<file path="src/rtl/mem_ctrl.sv">
// mem_ctrl: byte-serial memory controller arbitrating between a load/store
// unit (LSB) and an instruction fetch port in front of a byte-wide RAM with
// one cycle of read latency.
//
// Ports
//   clk, rst, rdy        clock, synchronous active-high reset, clock enable
//   lsb_flag/is_write/addr/len/val_out  LSB request (len: 0=byte,1=half,3=word)
//   lsb_val_in, lsb_ok   LSB load data (zero-extended) and completion pulse
//   if_flag, if_addr     fetch request
//   if_ins, if_ok        fetched instruction and completion pulse
//   mem_din/dout/a/wr    RAM byte interface
//   io_buffer_full       UART buffer full
//
// Optional feature: define IO_STALL_EN to hold off stores to the I/O window
// (addr[17:16]==2'b11) while io_buffer_full is set. Without it the input is
// ignored.
module mem_ctrl (
    input  logic        clk,
    input  logic        rst,
    input  logic        rdy,
    input  logic        lsb_flag,
    input  logic        lsb_is_write,
    input  logic [31:0] lsb_addr,
    input  logic [1:0]  lsb_len,
    input  logic [31:0] lsb_val_out,
    output logic [31:0] lsb_val_in,
    output logic        lsb_ok,
    input  logic        if_flag,
    input  logic [31:0] if_addr,
    output logic [31:0] if_ins,
    output logic        if_ok,
    input  logic [7:0]  mem_din,
    output logic [7:0]  mem_dout,
    output logic [31:0] mem_a,
    output logic        mem_wr,
    input  logic        io_buffer_full
);

    typedef enum logic [1:0] {IDLE, READ, WRITE, DONE} state_t;

    state_t      state, state_next;
    logic [31:0] base, wdata, result, result_next;
    logic [2:0]  i, n, i_m1;
    logic        is_fetch, stall, take_lsb, take_if;

`ifdef IO_STALL_EN
    assign stall = lsb_flag && lsb_is_write && (lsb_addr[17:16] == 2'b11) && io_buffer_full;
`else
    logic unused_io;
    assign stall     = 1'b0;
    assign unused_io = io_buffer_full;
`endif

    // A stalled store still holds lsb_flag, so it also keeps fetch out.
    assign take_lsb = lsb_flag && !stall;
    assign take_if  = if_flag && !lsb_flag;

    // State register
    always_ff @(posedge clk) begin
        if (rst)
            state <= IDLE;
        else if (rdy)
            state <= state_next;
    end

    // Next-state logic
    always_comb begin
        state_next = state;
        case (state)
            IDLE:  if (take_lsb)     state_next = lsb_is_write ? WRITE : READ;
                   else if (take_if) state_next = READ;
            READ:  if (i == n)         state_next = DONE;
            WRITE: if (i == n - 3'd1)  state_next = DONE;
            DONE:  state_next = IDLE;
            default: state_next = IDLE;
        endcase
    end

    // Read data for the address issued at count i-1 arrives while count is i,
    // so the byte landing this cycle belongs to index i-1.
    assign i_m1 = i - 3'd1;
    always_comb begin
        result_next = result;
        if (i != 3'd0)
            result_next[{i_m1[1:0], 3'b000} +: 8] = mem_din;
    end

    // Datapath registers
    always_ff @(posedge clk) begin
        if (rst) begin
            base       <= '0;
            wdata      <= '0;
            result     <= '0;
            n          <= '0;
            i          <= '0;
            is_fetch   <= 1'b0;
            lsb_val_in <= '0;
            if_ins     <= '0;
        end else if (rdy) begin
            case (state)
                IDLE: begin
                    i      <= '0;
                    result <= '0;
                    if (take_lsb) begin
                        base     <= lsb_addr;
                        n        <= {1'b0, lsb_len} + 3'd1;
                        wdata    <= lsb_val_out;
                        is_fetch <= 1'b0;
                    end else if (take_if) begin
                        base     <= if_addr;
                        n        <= 3'd4;
                        is_fetch <= 1'b1;
                    end
                end
                READ: begin
                    i      <= i + 3'd1;
                    result <= result_next;
                    if (i == n) begin
                        if (is_fetch) if_ins     <= result_next;
                        else          lsb_val_in <= result_next;
                    end
                end
                WRITE: i <= i + 3'd1;
                default: i <= '0;
            endcase
        end
    end

    // Outputs
    always_comb begin
        mem_a    = '0;
        mem_dout = '0;
        mem_wr   = 1'b0;
        lsb_ok   = 1'b0;
        if_ok    = 1'b0;
        case (state)
            READ:  mem_a = base + {29'd0, i};
            WRITE: begin
                mem_a    = base + {29'd0, i};
                mem_dout = wdata[{i[1:0], 3'b000} +: 8];
                mem_wr   = rdy;
            end
            DONE: begin
                lsb_ok = !is_fetch;
                if_ok  = is_fetch;
            end
            default: ;
        endcase
    end

endmodule

</file>
<file path="config.mk">
export PLATFORM = sky130hd
export DESIGN_NAME = mem_ctrl
export DESIGN_NICKNAME = d
export VERILOG_FILES = /design/src/rtl/mem_ctrl.sv
export SDC_FILE = /design/constraint.sdc
export NUM_CORES = 1
export LEC_CHECK = 0
export BUFFER_PORTS_ARGS = -buffer_cell sky130_fd_sc_hd__buf_2
export CAP_MARGIN = 20
export CORE_MARGIN = 2
export CORE_UTILIZATION = 48
export DETAILED_ROUTE_END_ITERATION = 10
export PLACE_DENSITY = 0.85
export SYNTH_ARGS = -nofsm -noshare
export SYNTH_HDL_FRONTEND = slang
export SYNTH_SLANG_ARGS = --single-unit
</file>
<file path="constraint.sdc">
create_clock -name clk -period 3.3 [get_ports clk]
set_input_delay 0.66 -clock clk [delete_from_list [all_inputs] [get_ports clk]]
set_output_delay 0.66 -clock clk [all_outputs]
set_load 0.01 [all_outputs]
</file>
### Yosys cells after proc, flatten, opt, wreduce, memory -nomap -nowiden

Cells that the tools add are included.

| word-level totals | value |
|---|---|
| register bits | 169 |
| input bits | 113 |
| output and inout port bits | 107 |
| logic and storage cells | 62 |

| cells by class | value |
|---|---|
| $add $sub $neg | 6 |
| equal/unequal tests | 8 |
| shifts and indexed selects | 3 |
| multiplexer cells | 21 |
| bitwise gates (word level) | 1 |
| reduce and logical (&&, ||, !) cells | 14 |

Operators by type and width:

| cell | number |
|---|---|
| two-way mux 32 bit | 4 |
| case mux 32 bit (2 select lines) | 1 |
| adder 32 x 3 -> 32 bit | 1 |
| bitwise mux 32 bit | 1 |
| variable shift 8 x 7 -> 32 bit, first input constant | 1 |
| indexed part select 32 x 6 -> 8 bit | 1 |
| indexed part select 8 x 7 -> 32 bit | 1 |
| AND reduction 4 bit | 3 |
| two-way mux 2 bit | 5 |
| two-way mux 3 bit | 3 |
| two-way mux 8 bit | 1 |
| case mux 2 bit (4 select lines) | 1 |
| negator 5 -> 7 bit | 1 |
| equality test 3 bit | 2 |
| AND reduction 3 bit | 2 |
| two-way mux 1 bit | 5 |
| equality test 2 bit, second input constant | 2 |
| != test 2 bit, second input constant | 2 |
| nonzero test 2 bit | 2 |
| adder 2 x 1 -> 3 bit, second input constant | 1 |
| adder 3 x 1 -> 3 bit, second input constant | 1 |
| != test 3 bit, second input constant | 1 |
| nonzero test 3 bit | 1 |
| subtractor 3 x 1 -> 3 bit, second input constant | 1 |
| 8 further kinds | 9 |

### Depth between registers and ports, before layout

| depth | value |
|---|---|
| depth in word-level cells | 6 |
| depth in mapped cells | 10 |
| mapped depth without buffers | 7 |

### Least setup slack after synthesis

Ideal clock, no wire load.

| timing | value |
|---|---|
| path kind | register to output |
| start point | register i[1] |
| end point | output mem_a[20] |
| arrival | 2.617 ns |
| data required time | 2.640 ns |
| setup slack | 0.023 ns |
| stages on the path, launching flop included | 9 |
| path buffers | 2 |
| cells stage by stage | dfxtp_1 > buf_1 > inv_1 > fa_1 > nor2b_1 > o2111ai_2 > buf_2 > or3_1 > a21oi_1 |

| on the way | value |
|---|---|
| word-level cells in the longest chain between the ends | 2 |

Ends and longest elaborated chain:

| element | RTL line | text |
|---|---|---|
| from (decl) | 43 | `logic [2:0] i, n, i_m1;` |
| from (signal assigned) | 116 | `i <= i + 3'd1;` |
| from (signal assigned) | 123 | `WRITE: i <= i + 3'd1;` |
| adder 32 x 3 -> 32 bit | 137, 139 |  |
| two-way mux 32 bit | -- |  |
| to (decl) | 34 | `output logic [31:0] mem_a,` |

No other way between the ends.

### Worst setup path after layout

| timing | value |
|---|---|
| start point | register base[0] |
| end point | output mem_a[30] |

| on the way | value |
|---|---|
| word-level cells in the longest chain between the ends | 2 |

Ends and longest elaborated chain:

| element | RTL line | text |
|---|---|---|
| from (decl) | 42 | `logic [31:0] base, wdata, result, result_next;` |
| from (signal assigned) | 105 | `base <= lsb_addr;` |
| from (signal assigned) | 110 | `base <= if_addr;` |
| adder 32 x 3 -> 32 bit | 137, 139 |  |
| two-way mux 32 bit | -- |  |

No other way between the ends.

==> metrics.md <==
| Metric | Value |
|---|---|
| CTS sink cnt | `~170` |
| Root buf cell | `clkbuf_16` |
| PwrDens | `494.8 mW/mm^2` |
| IO buf count | `around 220` |
| Fraction of layout cells with a size suffix above 1 | `28.81%` |
| Initial antenna violation count | `2` |
| Most used DFF post-synth | `dfxtp_1` |
| Commonest non-fill, non-tap cell in the layout | `buf_2` |
| H-tree depth | `4` |
| Met3 wire length | `1424 um` |
| Largest family of logic cells by synthesized area | `compound AO/OA/AOI/OAI gates` |
| Number of flops mapped to enable cells by yosys | `0` |
| Fin crit share | `a little over nine tenths` |
| DR top layer | `met5` |
| Worst-path cell chain | `ha_2 -> inv_1 -> fa_2 -> nor2b_4 -> o2111ai_4 -> or4_4 -> a21oi_4 -> buf_2` |
| Hold path depth | `2` |
| All-Layer GR Usage | `between 20% and 30%` |
| Syn Std Cell Area | `roughly 0.0086 sq mm` |
| # rows | `48` |
| CP top delay family | `simple AND/OR/NAND/NOR gates` |
| Distinct cells, synth | `a little over 60` |
| Area post-placement | `0.009754 sq mm` |
| Vias per std cell | `between 5 and 6` |
| WP buf/inv | `2` |
| Number of global-route vias before repair | `~7200` |
| DRT Pass-1 Iters | `9` |
| WP data required | `roughly 2600 ps` |
| WL met1 | `9551 um` |
| Setup CP Type | `reg -> out` |
| Die width | `~140 um` |
| Hold Fails Final Rpt | `0` |
| #FFs+latches synth | `between 150 and 200` |
| Post-synthesis async set-or-reset flop share | `0%` |
| Syn nets | `1123` |
| Worst R2R Setup Slack | `approximately 400 ps` |
| First-pass GRT wire length | `34560 um` |
| Register area share after synthesis | `~39%` |
| XOR/XNOR Fraction of Synth Area | `around 1.8%` |
| DRC | `0` |
| Hold path start | `result[4]` |
| FMAX | `313.8 MHz` |
| Worst Hold End | `result[4]` |
| Mean area per synthesized cell | `8.624 sq um` |
| Wire per inst | `around 16 um` |
| Total CTS buffers | `17` |
| CP max-delay cell | `or4_4` |
| RePlAce Congestion | `0.8409` |
| VDD IR-drop max | `between 0.3 and 0.4 mV` |
| Diodes inserted | `0` |
| Compound-Gate Fraction of Synth Area | `between 20% and 30%` |
| Detail Route Antenna Nets | `0` |
| Post-synthesis cell count | `994` |
| Multiplexer share of the synthesized area | `under 10%` |
| Detailed Route Iter0 Violations | `approximately 760` |
| Area growth, synth to finish | `22.07%` |
| Dpl hpwl | `between 15000 and 20000 um` |
| Slew Limit Headroom | `between 20% and 30%` |
| Worst Hold Class | `reg -> reg` |
| Minimum clock period | `3187 ps` |
| Worst EP arrival | `between 2000 and 3000 ps` |
| Cts hold-fix bufs | `0` |
| End-of-flow core utilization | `roughly three fifths` |
| Post-Layout Inst Area | `0.01046 sq mm` |
| Clock latency on the worst-skew pair | `approximately 420 ps` |
| Die ar. | `0.01894 sq mm` |
| Layout Skew | `7.808 ps` |
| Routed met2 length | `10810 um` |
| Lkg Pwr | `just over 4 nW` |
| Setup TNS | `0 ps` |
| Post-synthesis adder-cell area fraction | `2.423%` |
| Max-slew violations | `0` |
| Initial Util | `between 40% and 50%` |
| Grt total ovfl | `0` |
| Worst r2r src | `i[0]` |
| Critical Path Max Stage Delay | `~480 ps` |
| Worst-Margin Slew | `around 1100 ps` |
| Clock slew seen by the registers of the worst setup and hold paths | `around 60 ps` |
| Final setup violation count | `0` |
| Final WL | `22270 um` |
| Placeable Area | `~0.017 sq mm` |
| Status | `finished, final reports clean` |
| Crit Reg-Reg Endpoint | `result[25]` |
| Most frequent cells in the layout | `218 x buf_2, 167 x dfxtp_1, 139 x nor2_1, 110 x nand2_1, 71 x a21oi_1` |
| Max-cap viol count | `0` |
| Post-Synth Simple-Gate Area | `between 20% and 30%` |
| CTS max path bufs | `2` |
| Max FO, Critical Path | `5` |
| R2R cell count | `7` |
| CTS tree | `built` |
| Die Ht | `between 100 and 150 um` |
| Syn. warnings | `0` |
| I/O pins | `220` |
| Setup crit end kind | `primary output` |
| Final nets | `1303` |
| Detailed-route via count | `7899` |
| RSZ-0062 raised after global routing | `yes` |
| Largest net degree at the start of global routing | `between 100 and 150` |
| Startpoint type of the worst setup path | `flip-flop` |
[repair_timing]
| item | CTS | global route |
|---|---|---|
| resized for setup | 4 | 12 |
| endpoints found under the hold margin | 0 | 0 |
| buffers inserted | 3 | 0 |
| pin swaps | 1 | 2 |
| gates cloned | 0 | 1 |
| setup endpoints to repair | 8 | 19 |
[worst max path at each step]
stage / start / to / slack [ps] / cells past startpoint
final: base[0] / mem_a[30] / 110 / 8
after global routing: base[0] / mem_a[20] / -7 / 9
after CTS: i[0] / mem_a[26] / 5 / 8
after detailed placement: i[0] / mem_a[30] / 210 / 8
after global placement: i[0] / mem_a[30] / 290 / 8
after floorplan: i[1] / mem_a[20] / 20 / 8
[worst reg2reg max path, stage by stage (launching register included)]
cell,delay [ps]
dfxtp_2,330
buf_4,300
inv_1,140
ha_1,390
nor4bb_1,940
a22oi_1,380
o21ai_0,250
and2_1,140
[through the flow]
step	setup WS [ps]	std cells	hold WS [ps]	power [W]
6_report	112.9	1412	446.1	0.005178
5_1_grt	-6.937	1412	464.7	0.005400
4_1_cts	5.073	1411	449.6	0.005208
3_5_place_dp	212.7	1376	440.8	0.003143
3_3_place_gp	289.8	1376	433.5	0.003116
2_1_floorplan	23.25	994	428.1	0.002855
[layout make-up]
cell class / instances / area, sq um
multi-input cells: 724 / 4813
flip-flops and latches: 169 / 3386
well taps: 225 / 281.5
fillers: 1453 / 6893
inverters: 25 / 93.84
repair buffers: 237 / 1279
clock inverters: 13 / 167.7
clock buffers: 19 / 442.9
[cell families after synthesis]
logic type,count (synthesis)
compound gates,275
xor+xnor,15
fa+ha+maj,16
buf+inv,102
flops,169
mux,44
simple gates,373
[cells in the mapped netlist, drive strengths merged (21+ instances only)]
| cell | n | area, sq um |
|---|---|---|
| o21ai | 38 | 190.2 |
| clkbuf | 46 | 172.7 |
| dfxtp | 169 | 3383 |
| a21oi | 74 | 370.4 |
| nor2 | 140 | 525.5 |
| mux2i | 36 | 360.4 |
| inv | 24 | 90.09 |
| buf | 31 | 192.7 |
| nand2 | 110 | 412.9 |
| a21boi | 25 | 187.7 |
| a211oi | 98 | 915.9 |
| and2 | 21 | 131.4 |
[registers in the layout, indices dropped and copies added (netlist names)]
signal,flops
base,32
if_ins,32
lsb_val_in,32
result,32
wdata,32
i,3
n,3
state,2
is_fetch,1
[power by group]
part,internal (W),switching [W]
Combinational,0.000336,0.000513
Clock,0.00122,0.000851
Sequential,0.00216,0.000100
[routing by layer]
metal	GRT usage, %	up-vias
met4	7.904	4
met3	5.445	39
li1	-	3918
met5	0	-
met2	38.83	270
met1	28.80	3668
(Power assumes the default switching activity.)
